[src/rtl/dma_cpu_port.sv]
// CPU program port of an 8237A-style DMA controller: samples the bus pins,
// turns completed writes into one-cycle register strobes, serves reads, owns bytePtr.
module dma_cpu_port #(
    parameter int NCH = 4,
    parameter int AW  = 16
) (
    input  logic              CLK,
    input  logic              RESET,
    input  logic              CS_N,
    input  logic              IOR_N,
    input  logic              IOW_N,
    input  logic [3:0]        A,
    input  logic [7:0]        DB_IN,
    output logic [7:0]        DB_OUT,
    output logic              dbOe,
    input  logic              HLDA,
    input  logic [NCH*AW-1:0] currAddr,
    input  logic [NCH*AW-1:0] currWord,
    input  logic [7:0]        statusIn,
    input  logic [7:0]        tempIn,
    output logic [7:0]        wrData,
    output logic              wrHi,
    output logic [NCH-1:0]    wrAddr,
    output logic [NCH-1:0]    wrWord,
    output logic              wrCommand,
    output logic              wrMode,
    output logic              wrRequest,
    output logic              wrSingleMask,
    output logic              wrAllMask,
    output logic              clearMask,
    output logic              masterClear,
    output logic              statusRdClr,
    output logic              bytePtr
);

    logic          r_s1_cs_n, r_s1_ior_n, r_s1_iow_n;
    logic [3:0]    r_s1_a;
    logic [7:0]    r_s1_db;
    logic          r_s2_ior_n, r_s2_iow_n, r_s2_qrd;
    logic [3:0]    r_s2_a;
    logic          r_hold_vld;
    logic [3:0]    r_hold_a;
    logic [7:0]    r_hold_d;
    logic          r_bp;

    logic          w_qual, w_qrd, w_qwr;
    logic          w_commit, w_rd_done, w_bp_tog, w_bp_clr;
    logic [1:0]    w_wch;
    logic [AW-1:0] w_reg;
    logic [7:0]    w_rd_byte;

    assign w_qual    = !r_s1_cs_n && !HLDA && (r_s1_ior_n ^ r_s1_iow_n);
    assign w_qrd     = w_qual && !r_s1_ior_n;
    assign w_qwr     = w_qual && !r_s1_iow_n;
    assign w_commit  = !r_s2_iow_n && r_s1_iow_n && r_hold_vld;
    assign w_rd_done = !r_s2_ior_n && r_s1_ior_n && r_s2_qrd;
    assign w_bp_clr  = w_commit && (r_hold_a == 4'hC || r_hold_a == 4'hD);
    assign w_bp_tog  = (w_commit && !r_hold_a[3]) ^ (w_rd_done && !r_s2_a[3]);
    assign w_wch     = r_hold_a[2:1];
    assign bytePtr   = r_bp;

    always_comb begin
        w_reg     = r_s1_a[0] ? currWord[int'(r_s1_a[2:1])*AW +: AW]
                              : currAddr[int'(r_s1_a[2:1])*AW +: AW];
        w_rd_byte = 8'h00;
        if (!r_s1_a[3])
            w_rd_byte = r_bp ? w_reg[15:8] : w_reg[7:0];
        else if (r_s1_a == 4'h8)
            w_rd_byte = statusIn;
        else if (r_s1_a == 4'hD)
            w_rd_byte = tempIn;
    end

    always_ff @(posedge CLK) begin
        if (RESET) begin
            r_s1_cs_n    <= 1'b1;
            r_s1_ior_n   <= 1'b1;
            r_s1_iow_n   <= 1'b1;
            r_s1_a       <= 4'h0;
            r_s1_db      <= 8'h00;
            r_s2_ior_n   <= 1'b1;
            r_s2_iow_n   <= 1'b1;
            r_s2_qrd     <= 1'b0;
            r_s2_a       <= 4'h0;
            r_hold_vld   <= 1'b0;
            r_hold_a     <= 4'h0;
            r_hold_d     <= 8'h00;
            r_bp         <= 1'b0;
            DB_OUT       <= 8'h00;
            dbOe         <= 1'b0;
            wrData       <= 8'h00;
            wrHi         <= 1'b0;
            wrAddr       <= '0;
            wrWord       <= '0;
            wrCommand    <= 1'b0;
            wrMode       <= 1'b0;
            wrRequest    <= 1'b0;
            wrSingleMask <= 1'b0;
            wrAllMask    <= 1'b0;
            clearMask    <= 1'b0;
            masterClear  <= 1'b0;
            statusRdClr  <= 1'b0;
        end else begin
            r_s1_cs_n  <= CS_N;
            r_s1_ior_n <= IOR_N;
            r_s1_iow_n <= IOW_N;
            r_s1_a     <= A;
            r_s1_db    <= DB_IN;
            r_s2_ior_n <= r_s1_ior_n;
            r_s2_iow_n <= r_s1_iow_n;
            r_s2_qrd   <= w_qrd;
            r_s2_a     <= r_s1_a;

            // A hold is consumed by its commit and killed by HLDA or a read/write collision
            if (HLDA || (!r_s1_ior_n && !r_s1_iow_n) || w_commit)
                r_hold_vld <= 1'b0;
            if (w_qwr) begin
                r_hold_vld <= 1'b1;
                r_hold_a   <= r_s1_a;
                r_hold_d   <= r_s1_db;
            end

            dbOe <= w_qrd;
            if (w_qrd)
                DB_OUT <= w_rd_byte;

            wrHi         <= 1'b0;
            wrAddr       <= '0;
            wrWord       <= '0;
            wrCommand    <= 1'b0;
            wrMode       <= 1'b0;
            wrRequest    <= 1'b0;
            wrSingleMask <= 1'b0;
            wrAllMask    <= 1'b0;
            clearMask    <= 1'b0;
            masterClear  <= 1'b0;
            statusRdClr  <= w_rd_done && (r_s2_a == 4'h8);

            if (w_commit) begin
                wrData <= r_hold_d;
                if (!r_hold_a[3]) begin
                    wrHi <= r_bp;
                    if (r_hold_a[0])
                        wrWord[w_wch] <= 1'b1;
                    else
                        wrAddr[w_wch] <= 1'b1;
                end else begin
                    case (r_hold_a[2:0])
                        3'd0:    wrCommand    <= 1'b1;
                        3'd1:    wrRequest    <= 1'b1;
                        3'd2:    wrSingleMask <= 1'b1;
                        3'd3:    wrMode       <= 1'b1;
                        3'd5:    masterClear  <= 1'b1;
                        3'd6:    clearMask    <= 1'b1;
                        3'd7:    wrAllMask    <= 1'b1;
                        default: ;
                    endcase
                end
            end

            if (w_bp_clr)
                r_bp <= 1'b0;
            else if (w_bp_tog)
                r_bp <= ~r_bp;
        end
    end

endmodule

[config.mk]
export PLATFORM = sky130hd
export DESIGN_NAME = dma_cpu_port
export DESIGN_NICKNAME = d
export VERILOG_FILES = /design/src/rtl/dma_cpu_port.sv
export SDC_FILE = /design/constraint.sdc
export NUM_CORES = 1
export LEC_CHECK = 0
export ABC_AREA = 0
export BUFFER_PORTS_ARGS = -buffer_cell sky130_fd_sc_hd__buf_4
export CELL_PAD_IN_SITES_DETAIL_PLACEMENT = 1
export CELL_PAD_IN_SITES_GLOBAL_PLACEMENT = 2
export CORE_ASPECT_RATIO = 0.8
export CORE_MARGIN = 2
export CORE_UTILIZATION = 26
export DETAILED_ROUTE_END_ITERATION = 12
export PLACE_DENSITY = 0.87
export SKIP_CTS_REPAIR_TIMING = 1
export SLEW_MARGIN = 15
export SYNTH_ARGS = -nofsm -noshare
export SYNTH_HDL_FRONTEND = slang
export SYNTH_SLANG_ARGS = --single-unit
[constraint.sdc]
create_clock -name CLK -period 4.44 [get_ports CLK]
set_input_delay 0.444 -clock CLK [delete_from_list [all_inputs] [get_ports CLK]]
set_output_delay 0.444 -clock CLK [all_outputs]
set_load 0.01 [all_outputs]
==> results.cfg, run 1 <==
[outcome]
outcome = finished, final reports clean

[logic_synthesis]
simple_gate_portion_of_the_synthesized_area_pct = 21.66
ys_ff_latch = 69
post-synth-top-area-fraction_pct = 39.78
mappedNetlistNets = 530
post_synth.cell_area_avg_um2 = 9.461
synth.distinct_cells = 40
synth_top_family_by_area = multiplexers
dominant_register_cell_in_the_synthesized_netlist = sky130_fd_sc_hd__dfxtp_1
syn_inst = 367
synth_enable_flop_cells = 0
synth.yosys.seq_area_share_pct = 39.78
synth_area_in_xor_xnor_pct = 0.2523
synth_adder_area_share_pct = 0.3604
async_flop_share_pct = 0
synth.top_cells.by_area = sky130_fd_sc_hd__dfxtp_1 (40%), sky130_fd_sc_hd__mux2i_1 (9.5%), sky130_fd_sc_hd__mux4_2 (9.1%)
ys.warnings.count = 0
synth_area_leader_cell = sky130_fd_sc_hd__dfxtp_1
syn_area_um2 = 3472
compound_gate_fraction_of_synth_area_pct = 11.35
post_synthesis_mux_area_share_pct = 22.49

[drt]
dr.first_iter.drc_count = 143
num_vias = 3412
initial_drt_pass_iterations = 4
met1Wirelength_mm = 5.274
vias_per_cell = 4.649
drcViolationCount = 0
detail-route-antenna-nets = 0
met2_length_mm = 5.824
met3_wirelength_um = 686
wl_final_mm = 11.97
routed_wirelength_normalized_by_instance_count_um = 16.31
highest_layer = met4

[critical_path]
path_max_fanout = 18
timing.rr.end = DB_OUT[7]
crit_arrival_ns = 2.65
reg2reg_slack_ns = 2.00
logic_depth_of_the_worst_register_to_register_path = 6
critical_path_required_ns = 4.65
critical_path.endpoint_type = flip-flop
crit_type = flip-flop to flip-flop
worstSetupStartpointType = flip-flop
regToRegStartpoint = r_s1_ior_n

[timing]
setup_total_negative_slack_ns = 0
maxSlewHeadroom_pct = 32.31
worst_max_slew_pin_slew_ns = 1.014
timing.final.max_slew_violations = 0
fmaxAchievable_mhz = 410.6
rsz0062_at_grt = no
finalSetupViolCount = 0
period_needed_ns = 2.435
clock_skew_ns = 0.008942
report.final.hold_viol_count = 0
final_critical_path_setup_slack_ns = 2.005
final.period_utilization_pct = 54.85

[global_route]
grt_antenna_before_repair = 0
vias_in_the_first_global_route = 3555
grt_first_pass_wirelength_mm = 18.77
grt_util_all_layers_pct = 16.85
grt_overflow = 0
grt_start_max_net_pins = 56

[die]
std_cell_rows = 37
floorplan.die.width_um = 133.2
boundaryPins = 197
initial_core_util_pct = 26.79
fp.dieH_um = 107.4
die_area_um2 = 14300
core_area_um2 = 12960

[clock_network]
clk_transition_reported_paths_ns = 0.06
clock_tree.htree_level_count = 3
clock-sinks = 69
maximum_number_of_buffers_from_clock_root_to_sink = 2
cts_tree = done
cts.root.buffer_cell = sky130_fd_sc_hd__clkbuf_16
clk-insertion-delay-late_ns = 0.33
cts_buffers = 9

[final_layout]
seq_area_um2 = 1383
multi_input_area_um2 = 1948
nets = 717
antennaDiodeCount = 0
fillCellCount = 1551
layout_common_cells = sky130_fd_sc_hd__buf_4 (199), sky130_fd_sc_hd__dfxtp_1 (68), sky130_fd_sc_hd__nand2_1 (61)
most_common_library_cell_in_the_layout_ignoring_fill_and_taps = sky130_fd_sc_hd__buf_4
drive_above_1_share_pct = 43.65
syn2layout_area_growth_pct = 54.27

[placed_design]
dp_hpwl_mm = 9.540
pre_cts_slack_ns = 1.979
gpl_wtd_cong = 0.8825
port_buffers = 196

[power_and_ir_drop]
power_mw = 1.580
vdd.ir_drop.worst_mv = 0.1652
cellLeakagePower_nw = 2.261
power_density_nw_per_um2 = 295.0

[worst_hold_path]
min-delay-path-class = input pin to flip-flop
hold_critical_path_depth = 2
startpoint_of_the_most_critical_hold_path = CS_N
worst_hold_path.endpoint = r_s1_cs_n

[flow_run]
drv_cap = 0
==> through the flow <==
step	util [%]	hold slack [ns]	cell area, um2	cells
after global placement	39.03	0.4231	5059	718
after detailed placement	39.03	0.4290	5059	718
after CTS	41.32	0.2869	5356	734
after global routing	41.32	0.2869	5356	734
after floorplan	-	0.4174	3472	367
final	41.32	0.2977	5356	734
==> final cells by class <==
| cell class | count | share of cell area, % |
|---|---|---|
| flip-flops and latches | 69 | 25.81 |
| clock buffers | 9 | 4.205 |
| multi-input cells | 271 | 36.37 |
| well taps | 175 | 4.088 |
| repair buffers | 199 | 27.89 |
| inverters | 4 | 0.2803 |
| clock inverters | 7 | 1.355 |
==> Yosys cell counts, types with 2 or more instances <==
master,instances
sky130_fd_sc_hd__dfxtp_1,69
sky130_fd_sc_hd__nand2_1,61
sky130_fd_sc_hd__mux2i_1,33
sky130_fd_sc_hd__nor2_1,33
sky130_fd_sc_hd__a21oi_1,26
sky130_fd_sc_hd__nor2b_1,22
sky130_fd_sc_hd__mux4_2,14
sky130_fd_sc_hd__clkbuf_1,12
sky130_fd_sc_hd__a22oi_1,11
sky130_fd_sc_hd__nand3_1,11
sky130_fd_sc_hd__a311oi_1,6
sky130_fd_sc_hd__o21a_1,6
sky130_fd_sc_hd__or2_2,6
sky130_fd_sc_hd__buf_4,5
sky130_fd_sc_hd__mux2_2,5
sky130_fd_sc_hd__nand4_1,5
sky130_fd_sc_hd__inv_1,4
sky130_fd_sc_hd__nor3_1,4
sky130_fd_sc_hd__buf_2,3
sky130_fd_sc_hd__mux4_1,3
sky130_fd_sc_hd__nand2b_1,3
sky130_fd_sc_hd__a41o_1,2
sky130_fd_sc_hd__and2_1,2
sky130_fd_sc_hd__and3_1,2
sky130_fd_sc_hd__buf_6,2
sky130_fd_sc_hd__o211a_1,2
sky130_fd_sc_hd__o211ai_1,2
==> registers in the layout, indices dropped and copies added (netlist names), 4 cells and up <==
signal,flops
DB_OUT,8
r_hold_d,8
r_s1_db,8
wrData,8
r_hold_a,4
r_s1_a,4
r_s2_a,4
wrAddr,4
wrWord,4
==> cell families (layout without fill, tap and decap cells) <==
| group | count (synthesis) | in the layout |
|---|---|---|
| compound gates | 58 | 58 |
| xor+xnor | 1 | 1 |
| fa+ha+maj | 1 | 1 |
| buf+inv | 27 | 219 |
| flops | 69 | 69 |
| mux | 55 | 55 |
| simple gates | 156 | 156 |
==> report_power, final <==
part / switching (mW) / internal, mW
sequential: 0.0211 / 0.630
clock: 0.269 / 0.436
combinational: 0.0730 / 0.150
==> critical path: stages, from the launching register on <==
cell and delay, ns:
sky130_fd_sc_hd__dfxtp_1 0.42, sky130_fd_sc_hd__inv_1 0.09, sky130_fd_sc_hd__ha_1 0.32, sky130_fd_sc_hd__nor4b_4 0.78
sky130_fd_sc_hd__nand2_1 0.22, sky130_fd_sc_hd__a41o_1 0.27, sky130_fd_sc_hd__o211a_1 0.21
==> worst max-delay path by stage <==
stage                           from   endpoint  slack, ns  cells past startpoint
after detailed placement   r_s1_a[0]  DB_OUT[4]       1.98                      5
after global placement    r_s1_ior_n  DB_OUT[7]       2.08                      6
after floorplan           r_s1_ior_n  DB_OUT[6]       2.68                      6
after CTS                 r_s1_ior_n  DB_OUT[7]       1.98                      6
final                     r_s1_ior_n  DB_OUT[7]       2.00                      6
after global routing      r_s1_ior_n  DB_OUT[7]       1.78                      6
==> routing by layer <==
metal	global-route usage, %	vias to the layer above
met1	20.73	1601
met3	4.426	14
met4	4.027	0
li1	-	1682
met5	0	-
met2	29.61	115
No activity file was read; power rests on OpenSTA's default activity.
==> inputs of run 2 (changes only) <==
Settings changed: ABC_AREA 0 to 1, CORE_UTILIZATION 26 to 22, PLACE_DENSITY 0.87 to 0.83.
Clock period 4.44 ns to 2.25 ns, I/O delays scaled along.
==> run 2 against run 1 <==
  * First-iteration DRC count grew 67%
  * Sequential power grew 94%
  * Combinational power grew 140%
  * Global-route usage grew 1.2 points
  * Fmax grew 37%
  * Sequential share of layout area shrank 0.82 points
  * Final cell count grew 32%
  * Clock skew shrank 0.0042 ns
  * Worst setup slack lost 1.5 ns
  * Count of clock-buffer cells in the layout grew 1
  * Cell area grew 3.3%
  * Critical path type unchanged
  * Largest cell class unchanged
  * Largest power group unchanged
  * Highest routed layer unchanged
==> results.cfg, run 2 <==
[final_layout]
layout_common_cells = sky130_fd_sc_hd__buf_4 (208), sky130_fd_sc_hd__nand2_1 (140), sky130_fd_sc_hd__nor2_1 (71)
stdcell_area_um2 = 5533
antennaDiodeCount = 0
fillCellCount = 2033
syn2layout_area_growth_pct = 53.81
most_common_library_cell_in_the_layout_ignoring_fill_and_taps = sky130_fd_sc_hd__buf_4
nets = 913
drive_above_1_share_pct = 31.30

[critical_path]
path_max_fanout = 25
crit_arrival_ns = 2.04
max_stage_delay_ns = 0.52
worstSetupStartpointType = flip-flop
critPathBufInv = 1
cell_breakdown_of_the_critical_path = nor2_4 > nand3_1 > inv_2 > nand2_1 > nand3_1 > nand2_1 > a21oi_2
logic_depth_of_the_worst_register_to_register_path = 7
crit_slowest_cell = sky130_fd_sc_hd__nor2_4
critPathTopFamily = simple AND/OR/NAND/NOR gates
timing.critical_path.depth = 7
critical_path.endpoint_type = flip-flop
crit_type = flip-flop to flip-flop
critical_path_required_ns = 2.51

[timing]
timing.final.max_slew_violations = 0
finalSetupViolCount = 0
period_needed_ns = 1.779
worst_hold_slack_ns = 0.07973
final.period_utilization_pct = 79.06
maxSlewHeadroom_pct = 60.97
worst_max_slew_pin_slew_ns = 0.5845
fmaxAchievable_mhz = 562.2
final_critical_path_setup_slack_ns = 0.4712
rsz0062_at_grt = no
report.final.hold_viol_count = 0
clock_skew_ns = 0.004760
setup_total_negative_slack_ns = 0

[drt]
initial_drt_pass_iterations = 4
num_vias = 4330
drcViolationCount = 0
wl_final_mm = 15.80
dr.first_iter.drc_count = 239
routed_wirelength_normalized_by_instance_count_um = 16.31
detail-route-antenna-nets = 0
vias_per_cell = 4.469

[logic_synthesis]
synth_top_family_by_area = simple AND/OR/NAND/NOR gates
synth_area_in_xor_xnor_pct = 0.4870
mappedNetlistNets = 724
ys_top_cells_by_count = sky130_fd_sc_hd__nand2_1 (140), sky130_fd_sc_hd__nor2_1 (71), sky130_fd_sc_hd__dfxtp_1 (69)
synth_enable_flop_cells = 0
async_flop_share_pct = 0
compound_gate_fraction_of_synth_area_pct = 15.41
synth.top_cells.by_area = sky130_fd_sc_hd__dfxtp_1 (38%), sky130_fd_sc_hd__nand2_1 (15%), sky130_fd_sc_hd__nand3_1 (8.5%)
post_synth.cell_area_avg_um2 = 6.412
syn_inst = 561
ys.warnings.count = 0
syn_area_um2 = 3597
post-synth-top-area-fraction_pct = 38.40
synth.yosys.seq_area_share_pct = 38.40
simple_gate_portion_of_the_synthesized_area_pct = 33.29
synth_area_leader_cell = sky130_fd_sc_hd__dfxtp_1
synth.distinct_cells = 27
library_cell_with_the_highest_instance_count_after_synthesis = sky130_fd_sc_hd__nand2_1
ys_ff_latch = 69
post_synthesis_mux_area_share_pct = 0
dominant_register_cell_in_the_synthesized_netlist = sky130_fd_sc_hd__dfxtp_1
synth_adder_area_share_pct = 0.3478

[clock_network]
clk_transition_reported_paths_ns = 0.06
cts.root.buffer_cell = sky130_fd_sc_hd__clkbuf_16
clk-insertion-delay-late_ns = 0.33
cts_buffers = 9
cts_tree = done
maximum_number_of_buffers_from_clock_root_to_sink = 2
clock_tree.htree_level_count = 3
clock-sinks = 69

[die]
initial_core_util_pct = 22.62
std_cell_rows = 41
die_area_um2 = 17400
boundaryPins = 197
floorplan.die.width_um = 147.0
core_area_um2 = 15900
fp.dieH_um = 118.4

[placed_design]
pre_cts_slack_ns = 0.4848
port_buffers = 196
placedInstanceArea_um2 = 5258
dp_hpwl_mm = 12.40
gpl_wtd_cong = 0.8848

[global_route]
grt_overflow = 0
grt_antenna_before_repair = 0
grt_start_max_net_pins = 34
grt_first_pass_wirelength_mm = 24.90
vias_in_the_first_global_route = 4660
grt_util_all_layers_pct = 18.06

[power_and_ir_drop]
power_density_nw_per_um2 = 558.7
cellLeakagePower_nw = 2.715
vdd.ir_drop.worst_mv = 0.3741

[worst_hold_path]
hold_critical_path_depth = 2
min-delay-path-class = input pin to flip-flop

[flow_run]
drv_cap = 0

[outcome]
outcome = finished, final reports clean
run 2: changes by cell type after synthesis, sizes merged, moves of 11 or more:
cell,delta
nand2,+79
inv,+63
nand3,+50
nor2,+40
o21ai,+35
mux2i,-33
a21oi,+22
nor2b,-22
mux4,-17
a22oi,-11
buf,+11
run 2: final timing paths:
check	startpoint	to	slack (ns)
worst max register to register	r_s1_a[1]	DB_OUT[6]	0.47
worst max-delay path	r_s1_a[1]	DB_OUT[6]	0.47
worst min-delay path	CS_N	r_s1_cs_n	0.08
worst min register to register	r_hold_d[7]	r_hold_d[7]	0.45
run 2: layout make-up:
class / count / area, um2 / share of cell area [%]
multi-input cells: 392 / 1782 / 32.20
repair buffers: 208 / 1562 / 28.22
flip-flops and latches: 69 / 1383 / 24.99
well taps: 215 / 269.0 / 4.862
inverters: 70 / 262.8 / 4.749
clock buffers: 10 / 239.0 / 4.319
clock inverters: 5 / 36.28 / 0.6558
run 2: power breakdown:
part | internal [mW] | switching, mW
sequential | 1.25 | 0.0162
combinational | 0.277 | 0.256
clock | 0.770 | 0.527
total | 2.29 | 0.799
run 2: stage by stage:
| stage | cells | total power, mW | util [%] |
|---|---|---|---|
| after global routing | 969 | 3.247 | 34.79 |
| after CTS | 969 | 3.138 | 34.79 |
| after detailed placement | 954 | 1.826 | 33.06 |
| after global placement | 954 | 1.820 | 33.06 |
| after floorplan | 561 | 1.522 | - |
| final | 969 | 3.091 | 34.79 |
run 2: routing by layer:
layer	part of all wire [%]	track usage (%)
met5	0	0
met1	44	21.89
met2	50	32.19
met4	2.0	5.048
met3	4.5	3.938
run 2: cell families after synthesis:
group / count (synthesis)
simple gates: 288
compound gates: 101
xor+xnor: 2
buf+inv: 100
flops: 69
fa+ha+maj: 1
==> inputs of run 3 (changes only) <==
Settings changed: CORE_UTILIZATION 22 to 20, PLACE_DENSITY 0.83 to 0.8.
Clock period 2.25 ns to 1.5 ns, I/O delays scaled along.
==> run 3 against run 2 <==
  * The flow now finishes with violations (DRC)
  * Non-clock buffer count grew 15
  * Final cell count grew 2.6%
  * Worst setup slack lost 0.41 ns
  * Die area grew 9.7%
  * Sequential power grew 50%
  * Count of clock-buffer cells in the layout shrank 1
  * Register-to-register slack lost 0.41 ns
  * Utilization shrank 1.7 points
  * Power grew 55%
  * Global-route usage shrank 1.8 points
  * Critical path type unchanged
==> results.cfg, run 3 (same netlist as run 2, synthesis figures left out) <==
[final_layout]
layout_common_cells = sky130_fd_sc_hd__buf_4 (216), sky130_fd_sc_hd__nand2_1 (140), sky130_fd_sc_hd__nor2_1 (70)
stdcell_area_um2 = 5779
drive_above_1_share_pct = 33.42
most_common_library_cell_in_the_layout_ignoring_fill_and_taps = sky130_fd_sc_hd__buf_4
nets = 928
fillCellCount = 2218
antennaDiodeCount = 0
syn2layout_area_growth_pct = 60.66

[critical_path]
crit_arrival_ns = 1.71
timing.critical_path.depth = 9
critPathTopFamily = simple AND/OR/NAND/NOR gates
logic_depth_of_the_worst_register_to_register_path = 9
path_max_fanout = 24
crit_type = flip-flop to flip-flop
cell_breakdown_of_the_critical_path = buf_6 > nor2_4 > buf_12 > a21oi_1 > o211ai_1 > nand3_1 > nand2_1 > nand2_1 > a21oi_1
critPathBufInv = 2
crit_slowest_cell = sky130_fd_sc_hd__dfxtp_2
max_stage_delay_ns = 0.34
critical_path.endpoint_type = flip-flop
critical_path_required_ns = 1.77
worstSetupStartpointType = flip-flop

[timing]
finalSetupViolCount = 0
rsz0062_at_grt = yes
timing.final.max_slew_violations = 0
maxSlewHeadroom_pct = 75.01
period_needed_ns = 1.440
report.final.hold_viol_count = 0
clock_skew_ns = 0.007591
fmaxAchievable_mhz = 694.4
setup_total_negative_slack_ns = 0
final_critical_path_setup_slack_ns = 0.05999
worst_max_slew_pin_slew_ns = 0.3725
final.period_utilization_pct = 96.00

[worst_hold_path]
min-delay-path-class = input pin to flip-flop
hold_critical_path_depth = 2

[global_route]
grt_start_max_net_pins = 26
grt_antenna_before_repair = 0
grt_overflow = 0
grt_first_pass_wirelength_mm = 24.07
grt_util_all_layers_pct = 16.25
vias_in_the_first_global_route = 4467

[drt]
routed_wirelength_normalized_by_instance_count_um = 15.41
vias_per_cell = 4.327
dr.first_iter.drc_count = 190
wl_final_mm = 15.31
num_vias = 4301
initial_drt_pass_iterations = 8
drcViolationCount = 1
detail-route-antenna-nets = 0

[die]
boundaryPins = 197
std_cell_rows = 43
fp.dieH_um = 124.0
core_area_um2 = 17490
initial_core_util_pct = 20.57
die_area_um2 = 19080
floorplan.die.width_um = 153.9

[power_and_ir_drop]
power_density_nw_per_um2 = 831.2
comb_power_share_pct = 17.6
power.share.clock_pct = 43.1
seq_power_share_pct = 39.3
internal_power_mw = 3.603
cellLeakagePower_nw = 2.831
swShare_pct = 24.99
total_switching_power_mw = 1.200
vdd.ir_drop.worst_mv = 0.4758
power_mw = 4.804

[placed_design]
port_buffers = 196
placedInstanceArea_um2 = 5458
dp_hpwl_mm = 12.38
gpl_wtd_cong = 0.7802
pre_cts_slack_ns = -0.002620

[clock_network]
cts.root.buffer_cell = sky130_fd_sc_hd__clkbuf_16
clk-insertion-delay-late_ns = 0.34
maximum_number_of_buffers_from_clock_root_to_sink = 2
clk_transition_reported_paths_ns = 0.05
cts_buffers = 9
cts_tree = done
clock_tree.htree_level_count = 3
clock-sinks = 69

[flow_run]
drv_cap = 0

[outcome]
failed_checks = DRC
outcome = finished, violations left
==> run 3: cell count changes in the layout (fill, tap and decap cells not counted), moves of 2 or more <==
cell,delta
sky130_fd_sc_hd__inv_2,-2
sky130_fd_sc_hd__o21ai_0,-2
sky130_fd_sc_hd__nand3_1,-2
sky130_fd_sc_hd__buf_4,+8
sky130_fd_sc_hd__buf_12,+6
sky130_fd_sc_hd__dfxtp_1,-2
sky130_fd_sc_hd__nand3_2,+2
==> run 3: power by group through the flow <==
stage | clock [mW] | combinational (mW) | sequential (mW)
3_3_place_gp | 0 | 0.853 | 1.93
2_1_floorplan | 0 | 0.362 | 1.92
3_5_place_dp | 0 | 0.852 | 1.93
6_report | 2.07 | 0.846 | 1.89
5_1_grt | 2.20 | 0.946 | 1.89
4_1_cts | 2.11 | 0.856 | 1.89
==> run 3: metal layers <==
layer | track usage, % | up-vias | share of wire (%)
met1 | 20.94 | 1960 | 46
met5 | 0 | - | 0
met2 | 27.41 | 131 | 46
met3 | 5.254 | 16 | 6.9
met4 | 2.161 | 0 | 0.71
li1 | - | 2194 | -
==> run 3: area by class of cell <==
class	count	area [um2]	area share [%]
multi-input cells	392	1798	31.11
repair buffers	223	1753	30.33
flip-flops and latches	69	1388	24.01
well taps	225	281.5	4.871
inverters	70	270.3	4.676
clock buffers	9	225.2	3.897
clock inverters	6	63.81	1.104
==> run 3: through the flow <==
| stage | hold slack (ns) | instances | utilization (%) |
|---|---|---|---|
| 2_1_floorplan | 0.2538 | 561 | - |
| 3_3_place_gp | 0.3441 | 979 | 31.21 |
| 3_5_place_dp | 0.3412 | 979 | 31.21 |
| 4_1_cts | -0.004974 | 994 | 32.87 |
| 5_1_grt | 0.0006261 | 994 | 33.05 |
| 6_report | 0.001776 | 994 | 33.05 |
==> run 3: path summary, 6_finish.rpt <==
check	from	endpoint	slack [ns]
worst max-delay path	r_s1_a[1]	DB_OUT[0]	0.06
worst min-delay path	CS_N	r_s1_cs_n	0.002
worst min register to register	r_hold_d[6]	r_hold_d[6]	0.45
worst max register to register	r_s1_a[1]	DB_OUT[0]	0.06
